File: config.mk
export PLATFORM = sky130hd
export DESIGN_NAME = uart_char_rx
export DESIGN_NICKNAME = d
export VERILOG_FILES = /design/src/rtl/uart_char_rx.sv
export SDC_FILE = /design/constraint.sdc
export NUM_CORES = 1
export LEC_CHECK = 0
export BUFFER_PORTS_ARGS = -buffer_cell sky130_fd_sc_hd__buf_4
export CORE_ASPECT_RATIO = 1.25
export CORE_UTILIZATION = 30
export DETAILED_ROUTE_END_ITERATION = 10
export HOLD_SLACK_MARGIN = 0.15
export PLACE_DENSITY_LB_ADDON = 0.08
export SETUP_SLACK_MARGIN = 0.2
export SLEW_MARGIN = 5
export SYNTH_ARGS = -nofsm -noshare
export SYNTH_HDL_FRONTEND = slang
export SYNTH_SLANG_ARGS = --single-unit
File: constraint.sdc
create_clock -name clk -period 2.1 [get_ports clk]
set_clock_uncertainty 0.15 [all_clocks]
set_input_delay 0.42 -clock clk [delete_from_list [all_inputs] [get_ports clk]]
set_output_delay 0.42 -clock clk [all_outputs]
set_load 0.01 [all_outputs]
File: src/rtl/uart_char_rx.sv
// ---------------------------------------------------------------------------
// uart_char_rx
//
// Serial 8N1 receiver feeding the begin/end block checker. The raw line is
// brought into the clock domain through a two-flop synchronizer and then
// decoded by a small state machine that samples each bit at its centre.
// CLKS_PER_BIT clock cycles make up one serial bit.
//
// Ports:
//   clk        in   1  system clock, rising edge
//   reset      in   1  asynchronous reset, active low (0 = in reset)
//   rxd        in   1  raw serial line, idles high, asynchronous to clk
//   out_char   out  8  last correctly received byte, held between frames
//   out_valid  out  1  one-cycle pulse: out_char was updated this cycle
//   frame_err  out  1  one-cycle pulse: stop bit was sampled low
//
// Optional feature:
//   UART_RX_LOWERCASE_EN  when defined, bytes 'A'..'Z' are folded to
//                         lower case before being loaded into out_char.
//                         When undefined, no folding logic exists.
// ---------------------------------------------------------------------------
module uart_char_rx #(
  parameter  int CLKS_PER_BIT = 16,
  localparam int CNT_W        = $clog2(CLKS_PER_BIT)
) (
  input  logic       clk,
  input  logic       reset,
  input  logic       rxd,
  output logic [7:0] out_char,
  output logic       out_valid,
  output logic       frame_err
);

  typedef enum logic [2:0] {
    S_IDLE,
    S_START,
    S_DATA,
    S_STOP,
    S_BREAK
  } rxState_e;

  localparam logic [CNT_W-1:0] CNT_MID = CNT_W'(CLKS_PER_BIT / 2 - 1);
  localparam logic [CNT_W-1:0] CNT_MAX = CNT_W'(CLKS_PER_BIT - 1);

  logic             rxdMeta_q;
  logic             rxdSync_q;
  rxState_e         state_q;
  logic [CNT_W-1:0] count_q;
  logic [2:0]       bitIdx_q;
  logic [7:0]       shift_q;
  logic [7:0]       outChar_q;
  logic             outValid_q;
  logic             frameErr_q;
  logic [7:0]       rxByte;

  // The line idles high, so the synchronizer resets to 1 to avoid a false
  // start bit right after reset is released.
  always_ff @(posedge clk or negedge reset) begin
    if (!reset) begin
      rxdMeta_q <= 1'b1;
      rxdSync_q <= 1'b1;
    end else begin
      rxdMeta_q <= rxd;
      rxdSync_q <= rxdMeta_q;
    end
  end

  // Value that gets loaded into out_char at a good stop bit.
`ifdef UART_RX_LOWERCASE_EN
  assign rxByte = ((shift_q >= 8'h41) && (shift_q <= 8'h5A)) ? (shift_q + 8'h20) : shift_q;
`else
  assign rxByte = shift_q;
`endif

  // Frame decoder. The start bit is re-checked half a bit after the falling
  // edge so that short glitches are rejected; from that centre point every
  // further sample is exactly one bit period later. The counter restarts at
  // each sample point. Strobes default low every cycle so they last exactly
  // one cycle. BREAK holds off re-arming until the line returns high, so a
  // stuck-low line cannot be decoded as a stream of zero bytes.
  always_ff @(posedge clk or negedge reset) begin
    if (!reset) begin
      state_q    <= S_IDLE;
      count_q    <= '0;
      bitIdx_q   <= '0;
      shift_q    <= '0;
      outChar_q  <= '0;
      outValid_q <= 1'b0;
      frameErr_q <= 1'b0;
    end else begin
      outValid_q <= 1'b0;
      frameErr_q <= 1'b0;
      case (state_q)
        S_IDLE: begin
          if (!rxdSync_q) begin
            state_q <= S_START;
            count_q <= '0;
          end
        end
        S_START: begin
          if (count_q == CNT_MID) begin
            count_q <= '0;
            if (!rxdSync_q) begin
              state_q  <= S_DATA;
              bitIdx_q <= '0;
            end else begin
              state_q <= S_IDLE;
            end
          end else begin
            count_q <= count_q + 1'b1;
          end
        end
        S_DATA: begin
          if (count_q == CNT_MAX) begin
            count_q <= '0;
            shift_q <= {rxdSync_q, shift_q[7:1]};
            if (bitIdx_q == 3'd7) begin
              state_q  <= S_STOP;
              bitIdx_q <= '0;
            end else begin
              bitIdx_q <= bitIdx_q + 1'b1;
            end
          end else begin
            count_q <= count_q + 1'b1;
          end
        end
        S_STOP: begin
          if (count_q == CNT_MAX) begin
            count_q <= '0;
            if (rxdSync_q) begin
              outChar_q  <= rxByte;
              outValid_q <= 1'b1;
              state_q    <= S_IDLE;
            end else begin
              frameErr_q <= 1'b1;
              state_q    <= S_BREAK;
            end
          end else begin
            count_q <= count_q + 1'b1;
          end
        end
        S_BREAK: begin
          if (rxdSync_q) begin
            state_q <= S_IDLE;
          end
        end
        default: begin
          state_q <= S_IDLE;
          count_q <= '0;
        end
      endcase
    end
  end

  assign out_char  = outChar_q;
  assign out_valid = outValid_q;
  assign frame_err = frameErr_q;

endmodule

==> results.yml, run 1 <==
floorplan:
  start_util: 0.314
  io_pins: 13
  die_w_um: 62.6
  fp.dieH_um: 77.8
  die_area_mm2: 0.00487
  coreArea_mm2: 0.00439
  rows: 27
logic_synthesis:
  syn_avg_cell_area_um2: 13.5
  syn_nets: 108
  synth_common_cells: "dfrtp_1, mux2_2, mux2_4"
  yosysMostFrequentCell: "dfrtp_1"
  yosys-top-cells-area: "dfrtp_1, mux2_4, mux2_2, dfstp_2, ha_1"
  ys_ff_latch: 30
  synth_ff_type: "dfrtp_1"
  ys_warn_count: 0
  synthCells: 102
  async_flop_share: 1.00
  yosys.area.top_type: "dfrtp_1"
  netlist-cell-type-count: 35
  synth_edf_count: 0
  synth_top_area_frac: 0.509
  ys_seq_area_frac: 0.547
  syn-cell-area_mm2: 0.00138
cts:
  cts_tree: "yes"
  htreeDepth: 2
  cts_buffers: 5
  root_buffer: "clkbuf_8"
  postCtsSetupRepairBufs: 0
  clkSinkCount: 30
  clk_latency_ns: 0.27
  cts_buffer_depth: 2
  clkTransAtPathRegs_ns: 0.06
critical_path:
  r2r_slack_ns: 0.33
  reg2reg_to: "rxByte[2]$_DFFE_PN0P_"
  worstPathRequired_ns: 2.11
  r2r_start: "count_q[0]$_DFFE_PN0P_"
  critPathKind: "flop to flop"
  worstSetupStartpointType: "flop"
  reg2reg_depth: 4
  crit_path_max_fanout: 11
  arrival_ns: 1.78
  crit_path_end_kind: "flop"
placement:
  place_hpwl_mm: 1.57
  io_buffers: 12
  gp_congestion: 0.739
  placed_cells: 167
power:
  ir_worst_vdd_uv: 414
  power.density_mw_per_mm2: 942
  leakage_nw: 0.811
sta:
  period_minus_slack_ns: 1.77
  fin_tns_setup_ns: 0
  hold_viol: 0
  relSlewSlack: 0.746
  slew_violations: 0
  finalSetupViolCount: 0
  worst_slew_pin_slew_ns: 0.380
  period_share: 0.841
  rsz0062_at_grt: "false"
  max_freq_mhz: 566
detailed_routing:
  vias: 837
  dr.pass1.iters: 4
  drtIter0Drc: 21
  routed_wl_mm: 2.32
  drc: 0
  via_per_inst: 4.73
  antenna_left: 0
  routedWlPerCell_um: 13.1
min_path:
  min_path_cells: 0
  hold_start: "rxdMeta_q$_DFF_PN1_"
  holdPathEnd: "rxdSync_q$_DFF_PN1_"
  hold_class: "flop to flop"
global_routing:
  antenna_found_initial: 0
  track_usage: 0.107
  grt_pass1_wl_mm: 3.91
  grt_max_degree: 31
  grt_pass1_vias: 831
  overflow: 0
final_layout:
  fin_cells: 177
  drive_gt1_frac: 0.361
  nets: 124
  syn2layout_area_growth_pct: 17.2
  num_antenna_cells: 0
  nFillCells: 456
status:
  status: "finished clean"
run:
  cap_violations: 0
[cells in the final DEF, fill, tap and decap left out, types with 2 or more instances in the layout]
cell           synthesis  layout
a211oi_1               2       2
a21oi_1                2       2
buf_4                  1      13
clkbuf_1               1       2
clkbuf_8               0       6
dfrtp_1               28      28
dfstp_2                2       2
dlygate4sd3_1          0       2
ha_1                   3       3
inv_1                  4       4
mux2_2                 9       9
mux2_4                 7       7
mux2i_1                3       3
nand2b_1               2       2
nand3_1                4       4
nand3b_1               4       4
nor2_1                 4       4
o21ai_0                4       4
o31ai_1                2       2
[area by class of cell]
| type | instances | area (um2) | area share |
|---|---|---|---|
| clock buffers | 8 | 90.1 | 0.0558 |
| multi-input cells | 62 | 566 | 0.350 |
| flip-flops and latches | 30 | 753 | 0.467 |
| repair buffers | 15 | 118 | 0.0729 |
| well taps | 58 | 72.6 | 0.0450 |
| inverters | 4 | 15.0 | 0.00930 |
[per-layer routing]
| metal | up-vias | GRT usage | routed length, um |
|---|---|---|---|
| li1 | 391 | - | - |
| met1 | 428 | 0.126 | 1080 |
| met2 | 13 | 0.168 | 1110 |
| met3 | 5 | 0.0353 | 70 |
| met4 | 0 | 0.0628 | 57 |
| met5 | - | 0 | 0 |
[critical path, cell delays in order, from the launching register on]
cell      delay (ns)
dfrtp_1         0.39
ha_1            0.28
and3_4          0.26
nand3b_4        0.21
mux2_4          0.35
[registers in the layout, summed over array words and instances (netlist names)]
name and count:
bitIdx_q 3, count_q 4, frame_err 1, out_char 8
out_valid 1, rxByte 8, rxdMeta_q 1, rxdSync_q 1
state_q 3
[timing repair]
item | CTS | global route
hold buffers | 2 | 0
endpoints found under the hold margin | 29 | 0
resized for setup | 0 | 0
[power by group]
part	switching, mW	total [mW]	internal [mW]
Clock	0.205	0.471	0.267
Sequential	0.0938	0.738	0.645
Combinational	0.159	0.310	0.151
[worst max-delay path by stage]
| stage | start | to | slack (ns) | depth (start not counted) |
|---|---|---|---|---|
| after floorplan | count_q[0]$_DFFE_PN0P_ | rxByte[0]$_DFFE_PN0P_ | 0.43 | 5 |
| final | count_q[0]$_DFFE_PN0P_ | rxByte[2]$_DFFE_PN0P_ | 0.33 | 4 |
| after global placement | count_q[0]$_DFFE_PN0P_ | rxByte[7]$_DFFE_PN0P_ | 0.36 | 4 |
| after CTS | count_q[0]$_DFFE_PN0P_ | rxByte[1]$_DFFE_PN0P_ | 0.32 | 4 |
| after global routing | count_q[0]$_DFFE_PN0P_ | rxByte[5]$_DFFE_PN0P_ | 0.25 | 4 |
| after detailed placement | count_q[0]$_DFFE_PN0P_ | rxByte[3]$_DFFE_PN0P_ | 0.33 | 4 |
[through the flow]
stage / setup WS (ns) / util / area, um2 / power [mW] / hold slack, ns
2_1_floorplan: 0.429 / - / 1380 / 0.993 / -0.0256
3_3_place_gp: 0.357 / 0.342 / 1500 / 1.05 / 0.198
3_5_place_dp: 0.327 / 0.342 / 1500 / 1.06 / 0.199
4_1_cts: 0.323 / 0.368 / 1610 / 1.55 / 0.208
5_1_grt: 0.247 / 0.368 / 1610 / 1.62 / 0.214
6_report: 0.335 / 0.368 / 1610 / 1.52 / 0.207
[logic make-up after synthesis]
group | count (synthesis) | share of synthesized area
and+or+nand+nor | 23 | 0.125
DFF | 30 | 0.547
AOI/OAI and AO/OA | 15 | 0.0736
xor gates and xnor gates | 2 | 0.0127
muxes | 19 | 0.172
buffers and inverters | 10 | 0.0427
adders and majority gates | 3 | 0.0273
Power figures use the tool's default switching activity.
==> run 2: changes to the inputs <==
==> constraint.sdc (replaced) <==
create_clock -name clk -period 1.5 [get_ports clk]
set_clock_uncertainty 0.15 [all_clocks]
set_input_delay 0.3 -clock clk [delete_from_list [all_inputs] [get_ports clk]]
set_output_delay 0.3 -clock clk [all_outputs]
set_load 0.01 [all_outputs]
==> run 2 against run 1 <==
Against the previous run: the flow now finishes with violations (setup timing); worst setup slack got worse by 0.37 ns; power increased by 64%; wire length increased by 14%; non-clock buffer count increased by 14; clock power increased by 38%.
==> results.yml, run 2 (synthesis results as in run 1) <==
critical_path:
  worstPathRequired_ns: 1.51
  worstSetupStartpointType: "flop"
  worstSetupStartpoint: "count_q[1]$_DFFE_PN0P_"
  crit_path_top_delay_cell: "dfrtp_1"
  max_stage_delay_ns: 0.41
  arrival_ns: 1.55
  r2r_start: "count_q[1]$_DFFE_PN0P_"
  cpLargestDelayFamily: "flip-flops"
  crit_path_max_fanout: 5
  crit_path_end_kind: "flop"
  path_buf_inv: 0
  r2r_slack_ns: -0.03
  crit_path_cell_trace: "ha_4, and3_4, nand3b_4, mux2_2"
  critPathKind: "flop to flop"
min_path:
  hold_start: "rxdMeta_q$_DFF_PN1_"
  hold_class: "flop to flop"
final_layout:
  drive_gt1_frac: 0.563
  syn2layout_area_growth_pct: 35.2
  layout_common_cells: "dfrtp_1, buf_4, mux2_2"
  fin_area_mm2: 0.00186
  nets: 140
  final_common_cell: "dfrtp_1"
  num_antenna_cells: 0
sta:
  max_freq_mhz: 653
  fin_ws_ns: -0.0321
  finalSetupViolCount: 13
  slew_violations: 0
  period_minus_slack_ns: 1.53
  relSlewSlack: 0.749
  worst_slew_pin_slew_ns: 0.377
  hold_viol: 0
  period_share: 1.02
  rsz0062_at_grt: "true"
placement:
  placed_area_mm2: 0.00159
  pre_cts_slack_ns: -0.0478
  gp_congestion: 0.699
  io_buffers: 12
  place_hpwl_mm: 1.75
cts:
  cts_buffer_depth: 2
  clkSinkCount: 30
  clk_latency_ns: 0.28
  cts_buffers: 5
  clkTransAtPathRegs_ns: 0.06
  htreeDepth: 2
  cts_tree: "yes"
  root_buffer: "clkbuf_8"
global_routing:
  grt_max_degree: 31
  track_usage: 0.129
  overflow: 0
  antenna_found_initial: 0
  grt_pass1_wl_mm: 4.71
  grt_pass1_vias: 948
run:
  cap_violations: 0
floorplan:
  die_area_mm2: 0.00487
  die_w_um: 62.6
  rows: 27
  coreArea_mm2: 0.00439
  start_util: 0.314
  io_pins: 13
  fp.dieH_um: 77.8
detailed_routing:
  antenna_left: 0
  route.met2.wl_mm: 1.35
  dr.pass1.iters: 4
  vias: 892
  met3_wirelength_um: 83
  drc: 0
  via_per_inst: 4.62
  met1_length_mm: 1.14
  top_layer: "met4"
  routed_wl_mm: 2.64
  drtIter0Drc: 41
  routedWlPerCell_um: 13.7
power:
  finalPower_mw: 2.50
  ir_worst_vdd_uv: 618
  p_seq_frac: 0.400
  leakage_nw: 0.920
  p_int_mw: 1.70
  net-switching-power_mw: 0.794
  pwr-share-comb: 0.339
  p_clk_frac: 0.261
  switching_share: 0.318
  power.density_mw_per_mm2: 1340
status:
  violations: "setup timing"
  status: "finished, violations left"
## run 2: cell types whose count changed in the layout (fill, tap and decap cells not counted), sizes merged
cell    delta
buf       +14
clkbuf     -1
clkinv     +1
nand3b     +1
nand4      +1
## run 2: cell type report
cell class	instances	area [um2]
Clock buffer	7	86.3
Sequential cell	30	756
Tap cell	58	72.6
Inverter	4	15.0
Multi-Input combinational cell	64	693
Clock inverter	1	5.00
Timing Repair Buffer	29	235
Fill cell	439	2530
## run 2: path summary, 6_finish.rpt
kind,endpoint,cells past startpoint
worst max register to register,rxByte[7]$_DFFE_PN0P_,4
worst min register to register,rxdSync_q$_DFF_PN1_,0
max in group asynchronous,rxdMeta_q$_DFF_PN1_,2
worst max-delay path,rxByte[7]$_DFFE_PN0P_,4
worst min-delay path,rxdSync_q$_DFF_PN1_,0
min in group asynchronous,out_valid$_DFF_PN0_,2
## run 2: worst register-to-register path: stages, from the launching register on
cell and delay (ns):
dfrtp_1 0.41, ha_4 0.17, and3_4 0.22, nand3b_4 0.14
mux2_2 0.34
## run 2: per-layer routing
metal / track usage / vias up
met5: 0 / -
met1: 0.153 / 437
met3: 0.0397 / 7
li1: - / 434
met2: 0.210 / 14
met4: 0.0628 / 0
## run 2: power by group through the flow
stage / sequential [mW] / clock [mW] / combinational, mW
3_5_place_dp: 1.00 / 0 / 0.619
6_report: 0.998 / 0.652 / 0.847
3_3_place_gp: 0.999 / 0 / 0.612
5_1_grt: 1.01 / 0.729 / 0.931
4_1_cts: 0.996 / 0.684 / 0.803
2_1_floorplan: 0.982 / 0 / 0.443
## run 2: per-stage QoR
| step | utilization | setup TNS (ns) | hold slack [ns] | cells |
|---|---|---|---|---|
| 2_1_floorplan | - | -0.693 | -0.146 | 102 |
| 3_3_place_gp | 0.362 | -0.219 | 0.0990 | 177 |
| 3_5_place_dp | 0.362 | -0.555 | 0.101 | 177 |
| 4_1_cts | 0.415 | -0.266 | 0.209 | 193 |
| 5_1_grt | 0.424 | -1.29 | 0.215 | 193 |
| 6_report | 0.424 | -0.255 | 0.207 | 193 |
## run 2: repair_timing
item                       4_1_cts  5_1_grt
buffers inserted                 4        0
gates cloned                     2        0
pin swaps                        9        3
hold endpoints to repair        31        0
resized for setup               17        7
setup endpoints to repair       27       28
hold buffers                     2        0
